`config.mk`:
```
export PLATFORM = sky130hd
export DESIGN_NAME = boreal_vns_scheduler
export DESIGN_NICKNAME = d
export VERILOG_FILES = /design/src/rtl/boreal_vns_scheduler.sv
export SDC_FILE = /design/constraint.sdc
export NUM_CORES = 1
export LEC_CHECK = 0
export CAP_MARGIN = 30
export CORE_MARGIN = 2
export CORE_UTILIZATION = 24
export DETAILED_ROUTE_END_ITERATION = 16
export GPL_ROUTABILITY_DRIVEN = 1
export PLACE_DENSITY = 0.41
export SLEW_MARGIN = 5
export SYNTH_ARGS = -nofsm -noshare
export SYNTH_HDL_FRONTEND = slang
export SYNTH_SLANG_ARGS = --single-unit
```
`constraint.sdc`:
```
create_clock -name i_clk -period 12.6 [get_ports i_clk]
set_clock_uncertainty 0.2 [all_clocks]
set_input_delay 1.26 -clock i_clk [delete_from_list [all_inputs] [get_ports i_clk]]
set_output_delay 1.26 -clock i_clk [all_outputs]
set_load 0.01 [all_outputs]
```
`src/rtl/boreal_vns_scheduler.sv`:
```
// Round-robin scheduler sharing one tVNS burst stimulator between N_REQ requesters,
// with interlock gating, intensity clamp, start-timeout fault, refractory gap and request timeouts.
module boreal_vns_scheduler #(
    parameter int unsigned N_REQ          = 3,
    parameter int unsigned REFRACT_CYCLES = 100_000_000,
    parameter int unsigned START_TIMEOUT  = 16,
    parameter int unsigned REQ_TIMEOUT    = 50_000_000
) (
    input  logic                 i_clk,
    input  logic                 i_rst,
    input  logic [N_REQ-1:0]     i_req,
    input  logic [8*N_REQ-1:0]   i_req_intensity,
    input  logic [7:0]           i_max_intensity,
    input  logic                 i_stim_busy,
    input  logic                 i_safety_active,
    input  logic                 i_ad_guard_active,
    input  logic                 i_fault_clr,
    output logic [N_REQ-1:0]     o_req_ack,
    output logic [N_REQ-1:0]     o_req_reject,
    output logic                 o_trigger_out,
    output logic [7:0]           o_intensity_out,
    output logic                 o_sched_busy,
    output logic                 o_start_fault,
    output logic [15:0]          o_burst_count
);

    localparam int unsigned PTR_W = (N_REQ > 1) ? $clog2(N_REQ) : 1;
    localparam int unsigned IDX_W = PTR_W + 1;

    typedef enum logic [1:0] {
        StIdle,
        StWaitStart,
        StBusy,
        StRefract
    } state_e;

    state_e              r_state;
    state_e              w_state_next;
    logic [31:0]         r_cnt;
    logic [31:0]         w_cnt_next;
    logic [PTR_W-1:0]    r_rr;
    logic [31:0]         r_wait [N_REQ];
    logic [N_REQ-1:0]    r_ack;
    logic [N_REQ-1:0]    r_reject;
    logic                r_trigger;
    logic [7:0]          r_intensity;
    logic                r_busy;
    logic                r_fault;
    logic [15:0]         r_burst_count;

    logic                w_inhibit;
    logic                w_found;
    logic [PTR_W-1:0]    w_winner;
    logic [IDX_W-1:0]    w_idx;
    logic                w_grant;
    logic                w_fault_set;
    logic                w_burst_inc;
    logic [N_REQ-1:0]    w_ack_vec;
    logic [7:0]          w_sel_int;
    logic [7:0]          w_clamped;
    logic [PTR_W-1:0]    w_rr_next;

    assign w_inhibit = i_safety_active | i_ad_guard_active;

    // First pending request at or after the round-robin pointer, wrapping.
    always_comb begin
        w_found  = 1'b0;
        w_winner = '0;
        w_idx    = '0;
        for (int unsigned k = 0; k < N_REQ; k++) begin
            w_idx = {1'b0, r_rr} + IDX_W'(k);
            if (w_idx >= IDX_W'(N_REQ)) begin
                w_idx = w_idx - IDX_W'(N_REQ);
            end
            if (!w_found && i_req[w_idx[PTR_W-1:0]]) begin
                w_found  = 1'b1;
                w_winner = w_idx[PTR_W-1:0];
            end
        end
    end

    assign w_sel_int = i_req_intensity[{w_winner, 3'b000} +: 8];
    assign w_clamped = (w_sel_int > i_max_intensity) ? i_max_intensity : w_sel_int;
    assign w_ack_vec = w_grant ? ({{(N_REQ-1){1'b0}}, 1'b1} << w_winner) : '0;
    assign w_rr_next = (w_winner == PTR_W'(N_REQ - 1)) ? '0 : w_winner + 1'b1;

    always_comb begin
        w_state_next = r_state;
        w_cnt_next   = r_cnt;
        w_grant      = 1'b0;
        w_fault_set  = 1'b0;
        w_burst_inc  = 1'b0;
        unique case (r_state)
            StIdle: begin
                if (w_found && !w_inhibit) begin
                    w_grant      = 1'b1;
                    w_state_next = StWaitStart;
                    w_cnt_next   = '0;
                end
            end
            StWaitStart: begin
                if (i_stim_busy) begin
                    w_state_next = StBusy;
                    w_burst_inc  = 1'b1;
                end else if (r_cnt == START_TIMEOUT - 1) begin
                    w_fault_set  = 1'b1;
                    w_state_next = StRefract;
                    w_cnt_next   = '0;
                end else begin
                    w_cnt_next = r_cnt + 32'd1;
                end
            end
            StBusy: begin
                // Inhibits are ignored here: the stimulator owns the mid-burst cut-off.
                if (!i_stim_busy) begin
                    w_state_next = StRefract;
                    w_cnt_next   = '0;
                end
            end
            StRefract: begin
                if (r_cnt == REFRACT_CYCLES - 1) begin
                    w_state_next = StIdle;
                end else begin
                    w_cnt_next = r_cnt + 32'd1;
                end
            end
            default: w_state_next = StIdle;
        endcase
    end

    always_ff @(posedge i_clk or posedge i_rst) begin
        if (i_rst) begin
            r_state       <= StIdle;
            r_cnt         <= '0;
            r_rr          <= '0;
            r_ack         <= '0;
            r_trigger     <= 1'b0;
            r_intensity   <= '0;
            r_busy        <= 1'b0;
            r_fault       <= 1'b0;
            r_burst_count <= '0;
        end else begin
            r_state   <= w_state_next;
            r_cnt     <= w_cnt_next;
            r_ack     <= w_ack_vec;
            r_trigger <= w_grant;
            r_busy    <= (w_state_next != StIdle);
            if (w_grant) begin
                r_rr        <= w_rr_next;
                r_intensity <= w_clamped;
            end
            if (w_fault_set) begin
                r_fault <= 1'b1;
            end else if (i_fault_clr) begin
                r_fault <= 1'b0;
            end
            if (w_burst_inc && (r_burst_count != 16'hFFFF)) begin
                r_burst_count <= r_burst_count + 16'd1;
            end
        end
    end

    // Per-requester wait counters; a same-cycle ack suppresses the reject.
    always_ff @(posedge i_clk or posedge i_rst) begin
        if (i_rst) begin
            r_reject <= '0;
            for (int unsigned i = 0; i < N_REQ; i++) begin
                r_wait[i] <= '0;
            end
        end else begin
            for (int unsigned i = 0; i < N_REQ; i++) begin
                r_reject[i] <= i_req[i] && !w_ack_vec[i] && (r_wait[i] == REQ_TIMEOUT - 1);
                if (!i_req[i] || w_ack_vec[i] || (r_wait[i] == REQ_TIMEOUT - 1)) begin
                    r_wait[i] <= '0;
                end else begin
                    r_wait[i] <= r_wait[i] + 32'd1;
                end
            end
        end
    end

    assign o_req_ack       = r_ack;
    assign o_req_reject    = r_reject;
    assign o_trigger_out   = r_trigger;
    assign o_intensity_out = r_intensity;
    assign o_sched_busy    = r_busy;
    assign o_start_fault   = r_fault;
    assign o_burst_count   = r_burst_count;

endmodule

```
# Word-level counts from Yosys, hierarchy flattened
# Index checks and enable logic that the tools add are counted.
[totals]
register_bits = 165
input_bits = 41
wordCells = 119
[op_classes]
addsub = 11
magnitude_cmp = 7
n_eq_ne = 14
n_shift = 2
n_mux = 42
bitwise = 1
n_reduce_logical = 29
[op_table]
columns = ["operator", "count"]
rows = [
  ["32-bit two-way mux", 8],
  ["32-bit by 1-bit adder with 32-bit output, second input constant", 4],
  ["32-bit case mux with 4 select lines", 1],
  ["32-bit by 26-bit equality test with 1-bit output, second input constant", 3],
  ["32-bit by 27-bit equality test with 1-bit output, second input constant", 1],
  ["32-bit by 4-bit equality test with 1-bit output, second input constant", 1],
  ["2-bit two-way mux", 12],
  ["24-bit by 6-bit indexed part select with 8-bit output", 1],
  ["16-bit by 1-bit adder with 16-bit output, second input constant", 1],
  ["16-bit inequality test, second input constant", 1],
  ["1-bit two-way mux", 15],
  ["1-bit logical AND", 10],
  ["1-bit zero test", 9],
  ["2-bit by 3-bit less-than comparator with 1-bit output, second input constant", 3],
  ["8-bit > comparator", 1],
  ["8-bit two-way mux", 1],
  ["2-bit inequality test, second input constant", 4],
  ["2-bit case mux with 4 select lines", 1],
  ["1-bit binary-select mux with 2-bit select", 3],
  ["2-bit equality test, second input constant", 3],
  ["3-bit by 2-bit >= comparator with 1-bit output, second input constant", 2],
  ["1-bit logical OR", 6],
  ["2-bit subtractor, second input constant", 3],
  ["4-bit AND reduction", 1],
  ["10 further kinds", 11],
]

# Depth between registers and ports, before layout
[depth]
ltp_word = 18
depth_mapped = 15
depth_no_buf = 13

# Worst setup path before layout
# Ideal clock, no wire load.
[synth_path]
path_kind = "input to register"
from = "in i_req[0]"
to = "reg r_intensity[1], in the netlist o_intensity_out[1]"
setup_time_ps = 126
t_arrival_ps = 3931
required_ps = 12274
setup_slack_ps = 8343
cell_stages = 12
n_path_buf = 1
cell_sequence = "nand2b_1 > a2111oi_2 > buf_2 > mux2_2 > mux2i_1 > inv_1 > ha_1 > nand3_1 > nor2_1 > a32oi_1 > a21oi_1 > a221o_1"
[synth_between]
elab_chain_len = 12
[synth_rtl]
columns = ["element", "line", "source"]
rows = [
  ["start, declared", "11", "input logic [N_REQ-1:0] i_req,"],
  ["1-bit binary-select mux with 2-bit select", "75", "if (!w_found && i_req[w_idx[PTR_W-1:0]]) begin"],
  ["1-bit two-way mux (implied by the code)", "75", ""],
  ["1-bit two-way mux", "75", ""],
  ["1-bit zero test", "75", ""],
  ["1-bit logical AND", "75", ""],
  ["1-bit two-way mux", "75", ""],
  ["1-bit zero test", "75", ""],
  ["1-bit logical AND", "75", ""],
  ["2-bit two-way mux or 1-bit two-way mux (tied branches)", "75", ""],
  ["24-bit by 6-bit indexed part select with 8-bit output or 1-bit logical AND (tied branches)", "82, 95", ""],
  ["8-bit > comparator or 1-bit two-way mux (tied branches)", "83, 95", ""],
  ["8-bit two-way mux or 1-bit two-way mux (tied branches)", "83, 93", ""],
  ["end signal, assigned", "150", "r_intensity <= w_clamped;"],
  ["end, declared", "46", "logic [7:0] r_intensity;"],
]
# Several ways; a longest one is shown, not always the timed one. The select of a mux whose other input is x is not followed.
# A chain may end at the register's enable or synchronous reset.

# Worst setup path after layout
# Ends and elaborated chain as after synthesis.

==> results.json <==
{
  "worst_pin_slew_ns": 0.965,
  "crit_top_cell": "inv_1",
  "cts_tree": "done",
  "setup_tns_ns": 0,
  "synthFlopType": "dfrtp_1",
  "drt_iter0_markers": 354,
  "row_count": 71,
  "core_area_sq_um": 37800,
  "die-width_um": 200,
  "drive_above_1_share_pct": 6.11,
  "ir_drop_uv": 61.1,
  "ff2ff_path_depth": 13,
  "synth.largest_area_cell": "dfrtp_1",
  "portBuffers": 73,
  "synthCells": 979,
  "path_cells": "clkdlybuf4s50_1, inv_1, maj3_2, o21ai_0, mux2i_1, inv_1, ha_1, nand3_1, nor2_1, a32oi_1, a21oi_1, a221o_1",
  "cts_buffers": 17,
  "vias": 7375,
  "ys_top_cells_by_count": "165 x dfrtp_1, 124 x nor2_1, 82 x xnor2_1",
  "async_flop_share_pct": 100,
  "synth-edff-count": 0,
  "max_cap_viol_count": 0,
  "grt_pass1_wl_um": 42000,
  "syn_to_final_growth_pct": 20.6,
  "cts_resized": 0,
  "gp_congestion": 0.754,
  "htreeDepth": 4,
  "fillers": 4044,
  "cts_buffer_depth": 2,
  "critPathMaxFanout": 10,
  "diodes": 0,
  "max_freq_mhz": 201,
  "cts_setup_buffers": 0,
  "cp_data_required_time_ns": 12.72,
  "totalWireLength_um": 25300,
  "syn_area_per_cell_sq_um": 9.44,
  "cts-root-buf": "clkbuf_16",
  "ys_seq_area_share_pct": 44.7,
  "grt_max_degree": 97,
  "crit_arrival_ns": 5.11,
  "grt_usage_pct": 13.1,
  "die_h_um": 200,
  "antenna_found_initial": 0,
  "synth.top_cells.by_area": "dfrtp_1 45%, xnor2_1 7.8%, nor2_1 5.0%, nand3_1 3.5%, nor4_1 2.7%",
  "vias_per_cell": 4.73,
  "layout.nets": 1091,
  "cp_slowest_cell": "clkdlybuf4s50_1",
  "grt_overflow_total": 0,
  "start_util_pct": 24.4,
  "clk_latency_ns": 0.45,
  "min_path_cells": 1,
  "endpoint_kind": "flop",
  "final_cell_area_sq_um": 11200,
  "synth.distinct_cells": 76,
  "post_dp_cell_area_sq_um": 10500,
  "yosysWarnings": 0,
  "dp.final_hpwl_um": 17400,
  "p_leak_nw": 4.41,
  "dr.pass1.iters": 4,
  "ys_ff_latch": 165,
  "yosys.area.top_type_share_pct": 44.7,
  "ctsHoldBuffers": 0,
  "post-route-period-util_pct": 39.6,
  "synth_nets": 1035,
  "rsz0062_at_grt": "false",
  "clk_pin_slew_ns": 0.06,
  "yosysMostFrequentCell": "dfrtp_1",
  "cts.sinks": 165,
  "antenna_left": 0,
  "hold_class": "flop to flop",
  "start_kind": "input pin",
  "slew_headroom_pct": 34.9,
  "slew_violations": 0,
  "route.detailed.drc": 0,
  "setup_violations": 0,
  "critPathMaxStageDelay_ns": 0.62,
  "synthesis.area_sq_um": 9250,
  "critPathKind": "input pin to flop",
  "fin_util_pct": 29.5,
  "p_per_area_nw_per_um2": 110,
  "grt_pass1_vias": 7457,
  "layout_min_cycle_time_ns": 4.99,
  "status": "complete, no violations",
  "hold_violations": 0,
  "dieArea_sq_um": 40100,
  "ios": 74,
  "wl_per_cell_um": 16.2
}
==> power breakdown <==
group / internal [mW] / switching [mW] / total, mW
sequential: 0.544 / 0.0188 / 0.562
combinational: 0.0413 / 0.0553 / 0.0965
clock: 0.343 / 0.225 / 0.568
==> placed cells by master, fill, tap and decap left out, types with 11 or more instances in the layout <==
| master | n |
|---|---|
| ha_1 | 15 |
| xnor2_1 | 82 |
| nor2_1 | 124 |
| a21oi_1 | 13 |
| o21ai_0 | 11 |
| dfrtp_1 | 165 |
| nand3_1 | 65 |
| nor4_1 | 39 |
| clkbuf_16 | 17 |
| inv_1 | 53 |
| nand2_1 | 51 |
| and3_1 | 19 |
| o22ai_1 | 11 |
| nor3_1 | 39 |
| nand4_1 | 35 |
| nand2b_1 | 11 |
| and4_1 | 24 |
| xor2_1 | 19 |
| clkdlybuf4s50_1 | 73 |
==> critical path: cells and delay by family <==
kind / cells / cell delay, ns
AO/OA/AOI/OAI: 4 / 1.94
AND/OR/NAND/NOR: 2 / 0.14
adder cells (fa/ha/maj): 2 / 0.68
multiplexers: 1 / 0.31
buffers and inverters: 3 / 0.78
==> state kept, by name, indices dropped and copies added, names as in the netlist <==
name,cells
r_wait,96
r_state,2
o_intensity_out,8
o_req_reject,3
o_burst_count,16
r_rr,2
r_cnt,32
o_req_ack,3
o_start_fault,1
o_trigger_out,1
o_sched_busy,1
==> through the flow <==
step / power, mW / hold WS, ns / worst slack, ns / instances
global placement: 0.668 / 0.248 / 7.22 / 1524
CTS: 1.25 / 0.259 / 7.64 / 1557
global route: 1.29 / 0.270 / 7.30 / 1559
detailed placement: 0.670 / 0.250 / 7.19 / 1525
finish: 1.23 / 0.261 / 7.61 / 1559
floorplan: 0.630 / 0.224 / 6.68 / 979
==> final timing paths <==
kind                            startpoint                  to  slack, ns
min in group asynchronous            i_rst     o_req_reject[0]       1.01
worst min register to register   r_wait[0]           r_wait[0]       0.26
worst max-delay path              i_req[0]  o_intensity_out[1]       7.61
worst min-delay path             r_wait[0]           r_wait[0]       0.26
worst max register to register     r_rr[0]  o_intensity_out[1]       8.17
max in group asynchronous            i_rst           r_wait[5]       9.87
==> per-layer routing <==
| layer | global-route usage, % | wire, um |
|---|---|---|
| met1 | 17.9 | 12400 |
| met2 | 21.1 | 12000 |
| met3 | 2.68 | 622 |
| met4 | 3.12 | 233 |
| met5 | 0 | 0 |
==> cell families after synthesis <==
logic type                 Yosys count  synth area share, %
DFF                                165                 44.7
and+or+nand+nor                    457                 26.5
buffers and inverters              103                 5.28
AOI/OAI and AO/OA                  128                 10.8
adders and majority gates           18                 2.37
xor gates and xnor gates           101                 9.57
muxes                                7                0.785
==> area by class of cell <==
class / count / area [sq um] / area share, %
Clock inverter: 11 / 174 / 1.56
Sequential cell: 165 / 4130 / 37.0
Clock buffer: 21 / 460 / 4.13
Tap cell: 511 / 639 / 5.73
Timing Repair Buffer: 85 / 881 / 7.90
Inverter: 55 / 211 / 1.90
Multi-Input combinational cell: 711 / 4660 / 41.8
Note: power is estimated with default switching activity, not from simulation.
